## config.mk

```make
export PLATFORM = sky130hd
export DESIGN_NAME = thermo_adc_reader
export DESIGN_NICKNAME = d
export VERILOG_FILES = /design/src/rtl/thermo_adc_reader.sv
export SDC_FILE = /design/constraint.sdc
export NUM_CORES = 1
export LEC_CHECK = 0
export ABC_AREA = 1
export CAP_MARGIN = 15
export CELL_PAD_IN_SITES_DETAIL_PLACEMENT = 2
export CELL_PAD_IN_SITES_GLOBAL_PLACEMENT = 2
export CORE_ASPECT_RATIO = 1.75
export CORE_MARGIN = 5
export CORE_UTILIZATION = 33
export CTS_CLUSTER_SIZE = 25
export DETAILED_ROUTE_END_ITERATION = 8
export GPL_ROUTABILITY_DRIVEN = 0
export GPL_TIMING_DRIVEN = 0
export PLACE_DENSITY_LB_ADDON = 0.2
export SLEW_MARGIN = 20
export SYNTH_ARGS = -nofsm -noshare
export SYNTH_HDL_FRONTEND = slang
export SYNTH_SLANG_ARGS = --single-unit
```

## constraint.sdc

```tcl
create_clock -name clk -period 2.5 [get_ports clk]
set_input_delay 0.75 -clock clk [delete_from_list [all_inputs] [get_ports clk]]
set_output_delay 0.75 -clock clk [all_outputs]
set_load 0.02 [all_outputs]
```

## src/rtl/thermo_adc_reader.sv

```systemverilog
// SPI master that periodically reads one 32-bit frame from a thermocouple-to-digital
// converter and presents the decoded temperatures and fault flags with a valid strobe.
module thermo_adc_reader #(
  parameter int CLK_DIV  = 2,
  parameter int PERIOD_W = 24
) (
  input  logic                clk,
  input  logic                rst,
  input  logic                ena,
  input  logic                start,
  input  logic [PERIOD_W-1:0] period,
  input  logic                adc_sin,
  output logic                adc_sck,
  output logic                adc_sce,
  output logic                adc_sout,
  output logic                busy,
  output logic                valid,
  output logic [13:0]         tc_temp,
  output logic [11:0]         cj_temp,
  output logic                fault,
  output logic [2:0]          fault_bits,
  output logic                frame_err
);

  localparam logic [7:0] DIV_LAST = 8'(CLK_DIV - 1);

  typedef enum logic [1:0] {IDLE, SHIFT, HOLD, DONE} state_t;

  state_t              state, next_state;
  logic [7:0]          div_cnt;
  logic [5:0]          edge_cnt;
  logic                sck_q;
  logic [31:0]         shreg;
  logic [PERIOD_W-1:0] period_cnt;

  logic div_tick;
  logic period_expired;
  logic start_ok;
  logic in_frame;

  always_comb begin
    // NOTE: every always_comb output gets a default first so no path can infer a latch.
    next_state     = state;
    div_tick       = (div_cnt == DIV_LAST);
    period_expired = (period_cnt == '0) && (period != '0);
    start_ok       = ena && (start || period_expired);
    in_frame       = (state == SHIFT) || (state == HOLD);
    case (state)
      IDLE:    if (start_ok) next_state = SHIFT;
      SHIFT:   if (div_tick && edge_cnt == 6'd63) next_state = HOLD;
      HOLD:    if (div_tick) next_state = DONE;
      DONE:    next_state = IDLE;
      default: next_state = IDLE;
    endcase
  end

  // NOTE: sequential state uses non-blocking assignments only, so every register sees
  // pre-edge values of the others regardless of statement order.
  always_ff @(posedge clk) begin
    if (rst) begin
      state      <= IDLE;
      div_cnt    <= '0;
      edge_cnt   <= '0;
      sck_q      <= 1'b0;
      // NOTE: the shift register is reset too; it is cheap flops, not a RAM, and a clean
      // value keeps the decode path deterministic after reset.
      shreg      <= '0;
      period_cnt <= '0;
      tc_temp    <= '0;
      cj_temp    <= '0;
      fault      <= 1'b0;
      fault_bits <= '0;
      frame_err  <= 1'b0;
    end else begin
      state <= next_state;

      if (in_frame) div_cnt <= div_tick ? 8'd0 : div_cnt + 8'd1;
      else          div_cnt <= 8'd0;

      if (state == SHIFT && div_tick) begin
        sck_q    <= ~sck_q;
        edge_cnt <= edge_cnt + 6'd1;
        // Sample on the edge that raises SCK; the converter changes data on the fall.
        if (!sck_q) shreg <= {shreg[30:0], adc_sin};
      end

      // Load decoded fields on the edge entering DONE so they are visible with valid.
      if (state == HOLD && div_tick) begin
        tc_temp    <= shreg[31:18];
        cj_temp    <= shreg[15:4];
        fault      <= shreg[16];
        fault_bits <= shreg[2:0];
        frame_err  <= shreg[17] | shreg[3];
      end

      if (state == DONE)                         period_cnt <= period;
      else if (state == IDLE && period_cnt != '0) period_cnt <= period_cnt - 1'b1;
    end
  end

  assign adc_sck  = sck_q;
  assign adc_sce  = ~in_frame;
  assign adc_sout = 1'b0;
  assign busy     = (state != IDLE);
  assign valid    = (state == DONE);

endmodule
```

* After elaboration in Yosys (flattened, before gate mapping)
Cells that the tools add are included.
Storage, ports and cells: logic and storage cells 48, input bits 29, bits in registers 104, output and inout bits 36
Cells by class: eq/ne operators 8, bitwise logic cells 3, add/sub/neg operators 3, reduce and logical (&&, ||, !) cells 17, multiplexer cells 6
Operators by type and width (number):
- $mux 24 | 2
- $reduce_bool 24->1 | 2
- $logic_not 24->1 | 1
- $sub 24x1->24 const B | 1
- $add 8x1->8 const B | 1
- $eq 8x1->1 const B | 1
- $pmux 2 s4 | 1
- $add 6x1->6 const B | 1
- $eq 6x6->1 const B | 1
- $logic_and 1x1->1 | 6
- $mux 2 | 3
- $ne 2x2->1 const B | 3
- $eq 2x2->1 const B | 2
- $reduce_bool 2->1 | 2
- $reduce_and 3->1 | 1
- $reduce_or 3->1 | 1
- $eq 2x1->1 const B | 1
- $logic_not 2->1 | 1
- $logic_or 1x1->1 | 2
- $not 1->1 | 2
- $reduce_and 2->1 | 1
- $or 1x1->1 | 1

* Longest topological paths before layout
word-level depth 6, depth in mapped cells 13, gate-level depth less buffers 13

* Worst setup path before layout
No wires, ideal clock.
kind in2reg, from in rst, to reg div_cnt[5], stages 6, arrival time 1722 ps, path slack 720 ps, required time 2442 ps, path buffers 2, setup time 58 ps, cell sequence clkbuf_1 inv_1 clkbuf_1 nand2_1 a21oi_1 o21a_1
Between the ends: cells in the longest elaborated chain, start to end 1
RTL lines:
- start, declared | RTL line 8 | input logic rst,
- $reduce_or 3->1 (no line)
- end signal, assigned | RTL line 77 | if (in_frame) div_cnt <= div_tick ? 8'd0 : div_cnt + 8'd1;
- end, declared | RTL line 30 | logic [7:0] div_cnt;
Every way passes these cells. A chain may end at the register's enable or synchronous reset.

* Worst setup path after layout
from reg state[1], to out valid
Between the ends: cells in the longest elaborated chain, start to end 1
RTL lines:
- start, declared | RTL line 29 | state_t state, next_state;
- start signal, assigned | RTL line 75 | state <= next_state;
- $eq 2x2->1 | RTL line 105 | assign valid = (state == DONE);
- end, declared | RTL line 17 | output logic valid,
Every way passes these cells.

==> key figures <==
Worst hold path
  • Worst hold start: shreg[31]
  • Hold Path Sink: shreg[31]
  • Hold Crit Class: flop to flop
  • Hold Path Depth: 2

Global routing
  • Largest net degree at the start of global routing: 20
  • GRT Resource Usage Total: 20.8%
  • Number of global-route vias before repair: 5553
  • Antenna violations before repair: 0
  • Grt ovf: 0
  • First-pass GRT wire length: 27600 µm

Logic synthesis
  • Post-Syn Area per Cell: 7.22 µm²
  • Gate Count Post-Synth: 655
  • Async SR Flop Fraction: 0%
  • Dominant synthesized flop cell: dfxtp_1
  • Net Count, Synth: 693
  • Post-synth EDFFs: 0
  • YS warnings: 0
  • Unique masters post-synth: 37
  • Synthesized cell area: 4730 µm²
  • Synthesized flop and latch total: 104
  • Sequential area share after synthesis: 44.0%

Routing
  • Vias per cell: 5.18
  • Post-Route M1 WL: 5910 µm
  • Detailed-route via count: 4721
  • WL final: 17000 µm
  • Post-route antenna net violation count: 0
  • # DRC: 0
  • DR WL met2: 9790 µm
  • Avg WL per Cell: 18.6 µm
  • Starting DRT DRC Count: 66
  • DR pass1 iterations: 4
  • Top sig layer: met4
  • Met3 Wirelength: 434 µm

Power
  • Seq pwr share: 35.0%
  • Power Density: 1040 nW/µm²
  • P_leak: 2.28 nW
  • Sw Share: 42.9%
  • Clk pwr share: 23.2%
  • Comb power frac: 41.9%
  • Total power: 6.08 mW
  • Internal power: 3.47 mW
  • Worst VDD drop: 0.393 mV
  • P_sw: 2.61 mW

CTS
  • CTS Sinks: 104
  • Skew-Pair Late Insertion Delay: 0.35 ns
  • Number of buffers created by CTS: 9
  • Post-CTS setup repair buffer count: 0
  • Bufs on Longest Clock Path: 2
  • Worst-path clk slew: 0.08 ns
  • CTS tree: yes
  • CTS Root Cell: clkbuf_16
  • H-tree Lvls: 3

Placement
  • Pre-CTS setup slack: -0.0927 ns
  • Placed Cells incl. Taps: 897
  • IO buf count: 62
  • Dpl hpwl: 13000 µm

Timing
  • Hold Violations, Final: 0
  • Fin crit period: 2.40 ns
  • # setup viols final: 0
  • Skew final: 0.0111 ns
  • Worst-Margin Slew: 0.676 ns
  • Count of pins over their slew limit: 0
  • Slew headroom: 54.9%
  • Fmax: 417 MHz
  • Setup WS post-layout: 0.103 ns
  • RSZ-0062 raised after global routing: no
  • Final cycle utilization of the critical path: 95.9%

Final layout
  • Final net count: 766
  • Antenna cells: 0
  • Post-Layout Cell Count: 912
  • Filler cells: 1741
  • Share of cells above drive strength 1: 5.60%
  • Syn-to-layout area delta: 23.8%

Floorplanning
  • # IOs: 65
  • FP Rows: 58
  • Die height: 168 µm
  • Die footprint: 16900 µm²
  • Horiz. Die Dim: 100 µm
  • Initial Util: 33.2%
  • Core Area: 14200 µm²

Worst setup path
  • Reg2Reg Launch Point: period_cnt[0]
  • R2r endpoint: period_cnt[23]
  • Crit path required time: 1.75 ns
  • Critical Path AT: 1.65 ns
  • Crit path kind: flop to primary output
  • Nature of the critical path endpoint: primary output
  • Crit path max fanout: 4
  • Flop-to-flop setup slack: 0.32 ns
  • Critical path launch point type: flop
  • Worst r2r path cells: 12

Status
  • Status: completed

Flow run
  • Max-cap violations: 0
-- timing repair --
action                     in CTS  in global routing
hold buffers                    0                  0
setup endpoints to repair       2                  0
resized for setup               2                  0
-- worst max path at each step --
stage | startpoint | endpoint | slack (ns) | cells past startpoint
CTS | state[1] | valid | 0.08 | 2
global placement | rst | div_cnt[5] | -0.05 | 6
finish | state[1] | valid | 0.10 | 2
detailed placement | rst | div_cnt[5] | -0.09 | 6
floorplan | rst | div_cnt[5] | 0.72 | 6
global route | state[1] | valid | 0.06 | 2
-- cell families after synthesis --
kind of cell	after synthesis	synth area share [%]
other	1	0.0793
buffers and inverters	109	9.90
and+or+nand+nor	236	21.2
DFF	104	44.0
adders and majority gates	9	2.38
AOI/OAI and AO/OA	185	20.3
xor gates and xnor gates	11	2.04
-- state kept, by name, summed over array words and instances, names as in the netlist --
name / cells
adc_sck: 1
cj_temp: 12
div_cnt: 8
edge_cnt: 6
fault: 1
fault_bits: 3
frame_err: 1
period_cnt: 24
shreg: 32
state: 2
tc_temp: 14
-- cell usage in the layout, fill, tap and decap left out, types with 7 or more instances in the layout --
master / count
a21oi_1: 87
clkbuf_16: 9
buf_6: 7
nor2_1: 78
a31oi_1: 8
xor2_1: 7
nand2_1: 108
o21ai_0: 63
ha_1: 9
nand3_1: 24
clkbuf_1: 19
inv_1: 75
dfxtp_1: 104
clkdlybuf4s50_1: 60
o21ai_1: 18
-- power by group through the flow --
stage               sequential, mW  clock [mW]  combinational (mW)
global placement              2.14           0                2.46
finish                        2.12        1.41                2.54
global route                  2.16        1.51                2.86
detailed placement            2.16           0                2.57
floorplan                     2.16           0                1.65
CTS                           2.13        1.45                2.59
-- stage by stage --
step	hold WS, ns	setup TNS, ns	util (%)	cell area (µm²)
floorplan	0.430	0	-	4730
global placement	0.447	-0.0462	39.2	5570
detailed placement	0.462	-0.141	39.2	5570
CTS	0.474	0	41.2	5850
global route	0.507	0	41.2	5850
finish	0.474	0	41.2	5850
-- synthesized netlist by cell type, types with 2 or more instances --
cell type | count | area share [%]
nand2_1 | 108 | 8.6
dfxtp_1 | 104 | 44
a21oi_1 | 87 | 9.2
nor2_1 | 78 | 6.2
inv_1 | 75 | 6.0
o21ai_0 | 63 | 6.7
nand3_1 | 24 | 2.5
clkbuf_1 | 19 | 1.5
o21ai_1 | 18 | 1.9
ha_1 | 9 | 2.4
a31oi_1 | 8 | 1.1
buf_6 | 7 | 1.7
xor2_1 | 7 | 1.3
nand4_1 | 6 | 0.79
inv_2 | 4 | 0.32
nor2_2 | 4 | 0.53
nor3_1 | 4 | 0.42
xnor2_1 | 4 | 0.74
nor3b_1 | 3 | 0.48
buf_2 | 2 | 0.21
nand2_4 | 2 | 0.48
nor4_1 | 2 | 0.26
o21ai_2 | 2 | 0.37
o21bai_1 | 2 | 0.32
-- layer usage --
metal,global-route usage (%),up-vias
met5,0,-
met4,10.3,0
met3,3.07,38
met2,41.9,89
met1,19.2,2317
li1,-,2277
-- worst max-delay path, cell delays in order, from the launching register on --
cell and delay (ns):
dfxtp_1 0.40, ha_1 0.27, clkdlybuf4s50_1 0.64
-- final cells by class --
| type | instances | area [µm²] | share of cell area (%) |
|---|---|---|---|
| Multi-Input combinational cell | 442 | 2180 | 37.2 |
| Sequential cell | 104 | 2080 | 35.6 |
| Timing Repair Buffer | 62 | 618 | 10.6 |
| Inverter | 80 | 300 | 5.13 |
| Clock buffer | 9 | 225 | 3.85 |
| Tap cell | 180 | 225 | 3.85 |
| Buffer | 29 | 168 | 2.86 |
| Clock inverter | 6 | 57.6 | 0.983 |
No activity file was read; power rests on OpenSTA's default activity.
